<file path="src/rtl/alu_pkg.sv">
// Opcodes, request legality and scheduler state shared by the ALU scheduler
// and anything that needs to decode ALUSRC the same way.
package alu_pkg;

  localparam logic [2:0] OP_ADD   = 3'b000;
  localparam logic [2:0] OP_SUB   = 3'b001;
  localparam logic [2:0] OP_AND   = 3'b010;
  localparam logic [2:0] OP_OR    = 3'b011;
  localparam logic [2:0] OP_ANN   = 3'b100;
  localparam logic [2:0] OP_WLOAD = 3'b101;

  typedef enum logic [1:0] {
    S_IDLE = 2'd0,
    S_EXEC = 2'd1,
    S_RESP = 2'd2
  } sched_state_t;

  function automatic logic is_legal_op(input logic [2:0] op);
    return op <= OP_WLOAD;
  endfunction

  // An ANN op is only meaningful once the ALU holds weights.
  function automatic logic is_err_req(input logic [2:0] op, input logic weights_loaded);
    return !is_legal_op(op) || ((op == OP_ANN) && !weights_loaded);
  endfunction

endpackage

</file>
<file path="src/rtl/rr_arb2.sv">
// Two-way round-robin arbiter: a lone requester wins, a tie goes to the port
// that did not win last time. History only advances when enabled.
module rr_arb2 (
  input  logic       clk,
  input  logic       rst,
  input  logic [1:0] req,
  input  logic       en,
  output logic [1:0] gnt
);

  logic last_q;

  always_comb begin
    gnt = 2'b00;
    case (req)
      2'b01:   gnt = 2'b01;
      2'b10:   gnt = 2'b10;
      2'b11:   gnt = last_q ? 2'b01 : 2'b10;
      default: gnt = 2'b00;
    endcase
  end

  // Reset to port 1 so that port 0 takes the first tie.
  always_ff @(posedge clk or posedge rst) begin
    if (rst) begin
      last_q <= 1'b1;
    end else if (en && (|req)) begin
      last_q <= gnt[1];
    end
  end

endmodule

</file>
<file path="src/rtl/alu_sched.sv">
// Shares one ALU between the integer pipe (port 0) and the ANN pipe (port 1):
// arbitrate, drive the ALU for RESULT_LAT cycles, return the result over valid/ready.
module alu_sched
  import alu_pkg::*;
#(
  parameter int WIDTH      = 32,
  parameter int RESULT_LAT = 1
) (
  input  logic               clk,
  input  logic               rst,
  input  logic               req0_valid,
  output logic               req0_ready,
  input  logic [2:0]         req0_op,
  input  logic [WIDTH-1:0]   req0_a,
  input  logic [WIDTH-1:0]   req0_b,
  input  logic [WIDTH-1:0]   req0_c,
  input  logic               req1_valid,
  output logic               req1_ready,
  input  logic [2:0]         req1_op,
  input  logic [WIDTH-1:0]   req1_a,
  input  logic [WIDTH-1:0]   req1_b,
  input  logic [WIDTH-1:0]   req1_c,
  output logic               rsp0_valid,
  input  logic               rsp0_ready,
  output logic [WIDTH-1:0]   rsp0_data,
  output logic               rsp0_err,
  output logic               rsp1_valid,
  input  logic               rsp1_ready,
  output logic [WIDTH-1:0]   rsp1_data,
  output logic               rsp1_err,
  output logic [2:0]         alu_src,
  output logic [WIDTH-1:0]   alu_a,
  output logic [WIDTH-1:0]   alu_b,
  output logic [WIDTH-1:0]   alu_c,
  input  logic [WIDTH-1:0]   alu_y,
  output logic               weights_loaded,
  output sched_state_t       dbg_state
);

  // Handshake: a request transfers on a cycle where reqN_valid && reqN_ready,
  // a response on a cycle where rspN_valid && rspN_ready. Ready may depend on
  // valid; valid must never depend on ready. Payloads hold while valid is up.

  localparam logic [2:0] CNT_INIT = 3'(RESULT_LAT - 1);

  sched_state_t     state_q;
  logic [2:0]       cnt_q;
  logic             gidx_q;
  logic [2:0]       op_q;
  logic [2:0]       alu_src_q;
  logic [WIDTH-1:0] alu_a_q;
  logic [WIDTH-1:0] alu_b_q;
  logic [WIDTH-1:0] alu_c_q;
  logic [1:0]       rsp_valid_q;
  logic [WIDTH-1:0] rsp_data_q;
  logic             rsp_err_q;
  logic             weights_q;

  logic [1:0]       req_valid;
  logic [1:0]       rsp_ready;
  logic [1:0]       gnt;
  logic             idle;
  logic             accept;
  logic             rsp_done;
  logic             gidx_d;
  logic [2:0]       op_d;
  logic [WIDTH-1:0] a_d;
  logic [WIDTH-1:0] b_d;
  logic [WIDTH-1:0] c_d;
  logic             err_d;

  assign req_valid = {req1_valid, req0_valid};
  assign rsp_ready = {rsp1_ready, rsp0_ready};
  assign idle      = (state_q == S_IDLE);

  rr_arb2 u_arb (
    .clk (clk),
    .rst (rst),
    .req (req_valid),
    .en  (idle),
    .gnt (gnt)
  );

  assign accept   = idle && (|gnt);
  assign gidx_d   = gnt[1];
  assign rsp_done = |(rsp_valid_q & rsp_ready);

  always_comb begin
    if (gidx_d) begin
      op_d = req1_op;
      a_d  = req1_a;
      b_d  = req1_b;
      c_d  = req1_c;
    end else begin
      op_d = req0_op;
      a_d  = req0_a;
      b_d  = req0_b;
      c_d  = req0_c;
    end
  end

  assign err_d = is_err_req(op_d, weights_q);

  // Error requests skip EXEC so the ALU never sees an illegal or premature op.
  always_ff @(posedge clk or posedge rst) begin
    if (rst) begin
      state_q     <= S_IDLE;
      cnt_q       <= 3'd0;
      gidx_q      <= 1'b0;
      op_q        <= OP_ADD;
      alu_src_q   <= OP_ADD;
      alu_a_q     <= '0;
      alu_b_q     <= '0;
      alu_c_q     <= '0;
      rsp_valid_q <= 2'b00;
      rsp_data_q  <= '0;
      rsp_err_q   <= 1'b0;
      weights_q   <= 1'b0;
    end else begin
      case (state_q)
        S_IDLE: begin
          if (accept) begin
            gidx_q <= gidx_d;
            op_q   <= op_d;
            if (err_d) begin
              rsp_valid_q <= gidx_d ? 2'b10 : 2'b01;
              rsp_data_q  <= '0;
              rsp_err_q   <= 1'b1;
              state_q     <= S_RESP;
            end else begin
              alu_src_q <= op_d;
              alu_a_q   <= a_d;
              alu_b_q   <= b_d;
              alu_c_q   <= c_d;
              cnt_q     <= CNT_INIT;
              state_q   <= S_EXEC;
            end
          end
        end
        S_EXEC: begin
          if (cnt_q == 3'd0) begin
            rsp_valid_q <= gidx_q ? 2'b10 : 2'b01;
            rsp_data_q  <= alu_y;
            rsp_err_q   <= 1'b0;
            if (op_q == OP_WLOAD) begin
              weights_q <= 1'b1;
            end
            alu_src_q <= OP_ADD;
            alu_a_q   <= '0;
            alu_b_q   <= '0;
            alu_c_q   <= '0;
            state_q   <= S_RESP;
          end else begin
            cnt_q <= cnt_q - 3'd1;
          end
        end
        S_RESP: begin
          if (rsp_done) begin
            rsp_valid_q <= 2'b00;
            rsp_data_q  <= '0;
            rsp_err_q   <= 1'b0;
            state_q     <= S_IDLE;
          end
        end
        default: state_q <= S_IDLE;
      endcase
    end
  end

  assign req0_ready = idle && gnt[0];
  assign req1_ready = idle && gnt[1];

  assign rsp0_valid = rsp_valid_q[0];
  assign rsp1_valid = rsp_valid_q[1];
  assign rsp0_data  = rsp_valid_q[0] ? rsp_data_q : '0;
  assign rsp1_data  = rsp_valid_q[1] ? rsp_data_q : '0;
  assign rsp0_err   = rsp_valid_q[0] & rsp_err_q;
  assign rsp1_err   = rsp_valid_q[1] & rsp_err_q;

  assign alu_src = alu_src_q;
  assign alu_a   = alu_a_q;
  assign alu_b   = alu_b_q;
  assign alu_c   = alu_c_q;

  assign weights_loaded = weights_q;
  assign dbg_state      = state_q;

  a_rsp_onehot: assert property (@(posedge clk) disable iff (rst)
    !(rsp_valid_q[0] && rsp_valid_q[1]));

  // WLOAD rewrites ALU-internal weights, so it may only appear while executing one.
  a_wload_contained: assert property (@(posedge clk) disable iff (rst)
    (alu_src_q == OP_WLOAD) |-> ((state_q == S_EXEC) && (op_q == OP_WLOAD)));

endmodule

</file>
<file path="config.mk">
export PLATFORM = sky130hd
export DESIGN_NAME = alu_sched
export DESIGN_NICKNAME = d
export VERILOG_FILES = /design/src/rtl/alu_pkg.sv /design/src/rtl/rr_arb2.sv /design/src/rtl/alu_sched.sv
export SDC_FILE = /design/constraint.sdc
export NUM_CORES = 1
export LEC_CHECK = 0
export CORE_MARGIN = 8
export CORE_UTILIZATION = 35
export DETAILED_ROUTE_END_ITERATION = 6
export MAX_ROUTING_LAYER = met4
export PLACE_DENSITY = 0.81
export SLEW_MARGIN = 30
export SYNTH_ARGS = -nofsm -noshare
export SYNTH_HDL_FRONTEND = slang
export SYNTH_SLANG_ARGS = --single-unit
</file>
<file path="constraint.sdc">
create_clock -name clk -period 5.2 [get_ports clk]
set_input_delay 1.04 -clock clk [delete_from_list [all_inputs] [get_ports clk]]
set_output_delay 1.04 -clock clk [all_outputs]
set_load 0.01 [all_outputs]
</file>
# Word level (Yosys, flattened, before mapping)
# Cells that the tools add are included.
# classes
n_addsub,1
order_cmp,1
n_eq_ne,13
muxes,47
bitwise_logic,3
n_reduce_logical,21
# op_table
operator,n
32-bit two-way mux,16
32-bit one-hot mux with 2 select lines,3
32-bit one-hot mux with 3 select lines,1
3-bit two-way mux,7
2-bit two-way mux,10
2-bit one-hot mux with 3 select lines,3
3-bit one-hot mux with 2 select lines,2
"2-bit inequality test, second input constant",4
4-bit AND reduction,2
"2-bit == test, second input constant",3
"3-bit == test, second input constant",2
3-bit AND reduction,2
2-bit OR reduction,3
1-bit logical AND,5
5-bit AND reduction,1
"2-bit by 1-bit == test with 1-bit output, second input constant",2
1-bit two-way mux,4
"2-bit by 1-bit inequality test with 1-bit output, second input constant",2
"3-bit <= comparator, second input constant",1
3-bit logical NOT,1
1-bit one-hot mux with 3 select lines,1
3-bit nonzero test,1
"3-bit by 1-bit subtractor with 3-bit output, second input constant",1
1-bit AND,2
6 further kinds,7
# totals
regBits,145
in_bits,236
out_inout_bits,172
wordCells,99

# Logic depth before layout (Yosys ltp)
# logic_depth
depth_word,9
mapped_depth,9
depth_no_buf,7

# Cells and area by module
# From an unflattened synthesis, not the netlist that was laid out.
# hier_totals
hier_cells,641
hier_area_um2,7395.8
# by_module_without_submodules
mod,n_inst,cells_per_inst,area_each_um2,seq_area_each_um2
alu_sched,1,634,7335.8,3603.5
rr_arb2,1,7,60.1,26.3

# Worst setup path after synthesis
# No wires, ideal clock.
# synth_timing
path_kind,input to output
from,input req1_valid
to,output req0_ready
t_arrival_ns,2.064
required_ns,4.160
setup_slack_ns,2.096
path_stages,4
path_buffers,2
cell_sequence,a21boi_4 buf_2 buf_1 nor2_1
# synth_between
elab_chain_len,3
elab_cells_between_ends,5
cone_classes,eq/ne (3); mux (1); reduce/logical (1)
# synth_rtl
item,line_no,source
"start, declared",alu_sched.sv:17,"input logic req1_valid,"
2-bit == test or 2-bit by 1-bit == test with 1-bit output (tied branches),rr_arb2.sv:15,case (req)
2-bit one-hot mux with 3 select lines *,rr_arb2.sv:15,
1-bit logical AND *,alu_sched.sv:170,assign req0_ready = idle && gnt[0];
"end, declared",alu_sched.sv:12,"output logic req0_ready,"
# Mark *: on every way between the ends. The rest lies on a longest branch, timed or not.

# Worst setup path in the final report
# Same ends and word-level chain as after synthesis.

==> results.sh <==
export IMPL_status="finished clean"
export IMPL_crit_type="in -> out"
export IMPL_synth_seq_cells=145
export IMPL_h_tree_depth=4
export IMPL_wl_met2_um=12900
export IMPL_clock_fmax_ghz=0.243
export IMPL_tns_ps=0
export IMPL_cts_sinks=145
export IMPL_p_int_mw=2.04
export IMPL_worstPathArrival_ps=3070
export IMPL_grt_pass1_wl_um=40200
export IMPL_syn_nets=862
export IMPL_dpl_hpwl_um=19700
export IMPL_synth_most_common_cell="dfrtp_1"
export IMPL_worst_setup_path_start_kind="input port"
export IMPL_cp_data_required_time_ps=4160
export IMPL_io_pins=408
export IMPL_p_leak_nw=5.54
export IMPL_period_needed_ps=4110
export IMPL_fillers=1702
export IMPL_maxSlewHeadroom_pct=37.5
export IMPL_ys_seq_area_share_pct=50.6
export IMPL_synthCells=620
export IMPL_grt_overflow=0
export IMPL_drc=0
export IMPL_vias_per_cell=4.79
export IMPL_power_total_mw=2.63
export IMPL_slew_violations=0
export IMPL_synth_common_cells="dfrtp_1, mux2i_1, o2bb2ai_1, and2_1, inv_1"
export IMPL_cts_buffers=17
export IMPL_path_max_fanout=33
export IMPL_synth_top_cell_by_area="dfrtp_1"
export IMPL_layout_worst_path_cycle_share_pct=79.1
export IMPL_top_layer="met4"
export IMPL_die_w_um=159
export IMPL_clockPowerShare_pct=46.1
export IMPL_ir_drop_v=0.000220
export IMPL_synth_top_cell_area_share_pct=50.2
export IMPL_drive_above_1_share_pct=4.79
export IMPL_postSynthAreaPerCell_um2=11.6
export IMPL_ys_top_cells_by_area="dfrtp_1, mux2i_1, o2bb2ai_1"
export IMPL_first_pass_iters=4
export IMPL_portBuffers=407
export IMPL_grt_max_degree=100
export IMPL_cts_tree="built"
export IMPL_multi_input_area_um2=3140
export IMPL_area_growth_pct=67.8
export IMPL_rsz0062_at_grt="no"
export IMPL_setup_violations=0
export IMPL_tightest_slew_ps=937
export IMPL_place_area_um2=11500
export IMPL_clk_insertion_delay_late_ps=420
export IMPL_grt_usage_pct=20.8
export IMPL_synth_ff_type="dfrtp_1"
export IMPL_ys_warn_count=0
export IMPL_place_congestion=0.792
export IMPL_cts_resized=0
export IMPL_wl_per_cell_um=19.9
export IMPL_holdWs_ps=477
export IMPL_clock_tree_buffer_depth=2
export IMPL_placement_rows=52
export IMPL_cts_setup_buffers=0
export IMPL_design_area_um2=12000
export IMPL_path_clk_slew_ps=50
export IMPL_vias=6189
export IMPL_core_area_um2=20200
export IMPL_start_util_pct=35.6
export IMPL_grt_pass1_vias=6878
export IMPL_nets=1251
export IMPL_die_area_um2=25300
export IMPL_power_density_nw_per_um2=218
export IMPL_swShare_pct=22.2
export IMPL_synthArstFlopShare_pct=100
export IMPL_drt_initial_drc_count=180
export IMPL_clock_skew_ps=11.2
export IMPL_cts_root_buf="clkbuf_16"
export IMPL_ant_nets=0
export IMPL_crit_path_end_kind="output port"
export IMPL_p_sw_mw=0.584
export IMPL_seqPwrFrac_pct=42.9
export IMPL_wl_um=25700
export IMPL_comb_power_share_pct=11.0
export IMPL_cts_hold_buffers=0
export IMPL_synth_distinct_cells=36
export IMPL_hold_path_class="reg -> reg"
export IMPL_seqCellArea_um2=3630
export IMPL_wl_met3_um=2190
export IMPL_syn_area_um2=7180
export IMPL_fp_dieH_um=159
export IMPL_cap_violations=0
export IMPL_synth_edff_count=0
export IMPL_antenna_found_initial=1
export IMPL_finalHoldViolCount=0
export IMPL_wl_met1_um=9970
[metrics by stage]
stage	std cells	setup WS, ps	util [%]
global route	1293	998	59.7
global placement	1259	1090	56.7
CTS	1292	1060	59.7
finish	1293	1090	59.7
floorplan	620	267	-
detailed placement	1260	1070	56.8
[layout by cell type (no fill, tap or decap), types with 2 or more instances in the layout]
cell type | Yosys | final
a21o_1 | 3 | 3
nor2_1 | 7 | 7
nor3b_1 | 2 | 2
clkbuf_1 | 19 | 2
mux2i_1 | 132 | 132
ha_1 | 6 | 6
bufinv_16 | 0 | 2
o21ai_0 | 6 | 6
o2bb2ai_1 | 99 | 99
inv_1 | 42 | 41
nand3b_1 | 3 | 3
inv_6 | 0 | 4
a21oi_1 | 2 | 2
a2111o_1 | 2 | 2
clkbuf_16 | 0 | 17
and2_1 | 67 | 67
nand2b_1 | 2 | 2
clkdlybuf4s50_1 | 0 | 407
nand2_1 | 38 | 38
buf_4 | 3 | 9
clkinv_2 | 0 | 4
dfrtp_1 | 144 | 144
mux2_2 | 2 | 2
clkinv_4 | 0 | 2
[worst max-delay path, stage by stage]
cell and delay [ps]:
clkdlybuf4s50_1 550, a21boi_4 330, buf_4 520, nor2_1 100
clkdlybuf4s50_1 510
[logic make-up (layout without fill, tap and decap cells)]
kind of cell	count (synthesis)	in the layout	synth area share, %
flops	145	145	50.6
mux	135	135	18.9
compound gates	122	122	14.6
simple gates	122	122	9.17
buf+inv	90	492	5.74
fa+ha+maj	6	6	1.05
other cells	0	1	0
[flip-flops by register name, indices dropped and copies added (netlist names), 2 cells and up]
signal       flops
op_q             3
cnt_q            3
alu_src          3
rsp_valid_q      2
rsp_data_q      32
alu_c           32
dbg_state        2
alu_a           32
alu_b           32
[final timing paths]
| path | from | end | slack, ps | cells past startpoint |
|---|---|---|---|---|
| worst max-delay path | req1_valid | req0_ready | 1090 | 5 |
| worst min-delay path | cnt_q[0] | cnt_q[0] | 480 | 1 |
| worst max register to register | dbg_state[0] | rsp_data_q[31] | 2220 | 9 |
| worst min register to register | cnt_q[0] | cnt_q[0] | 480 | 1 |
| max in group asynchronous | rst | rsp_data_q[4] | 3050 | 3 |
| min in group asynchronous | rst | alu_c[10] | 1170 | 2 |
[power groups by stage]
stage	registers, mW	logic, mW	clock network [mW]
detailed placement	1.15	0.292	0
CTS	1.13	0.293	1.24
global placement	1.15	0.289	0
floorplan	1.15	0.0879	0
global route	1.13	0.313	1.30
finish	1.13	0.288	1.21
[routing by layer]
layer | vias up | GRT usage (%)
li1 | 2964 | -
met1 | 2934 | 22.2
met2 | 252 | 34.5
met3 | 39 | 8.30
met4 | 0 | 7.59
met5 | - | -
[layout make-up]
type / count / area share, %
Clock buffer: 20 / 3.71
Clock inverter: 12 / 1.09
Timing Repair Buffer: 418 / 34.8
Antenna cell: 1 / 0.0208
Inverter: 42 / 1.35
Tap cell: 270 / 2.80
Sequential cell: 145 / 30.1
Multi-Input combinational cell: 385 / 26.1
(Power assumes the default switching activity.)
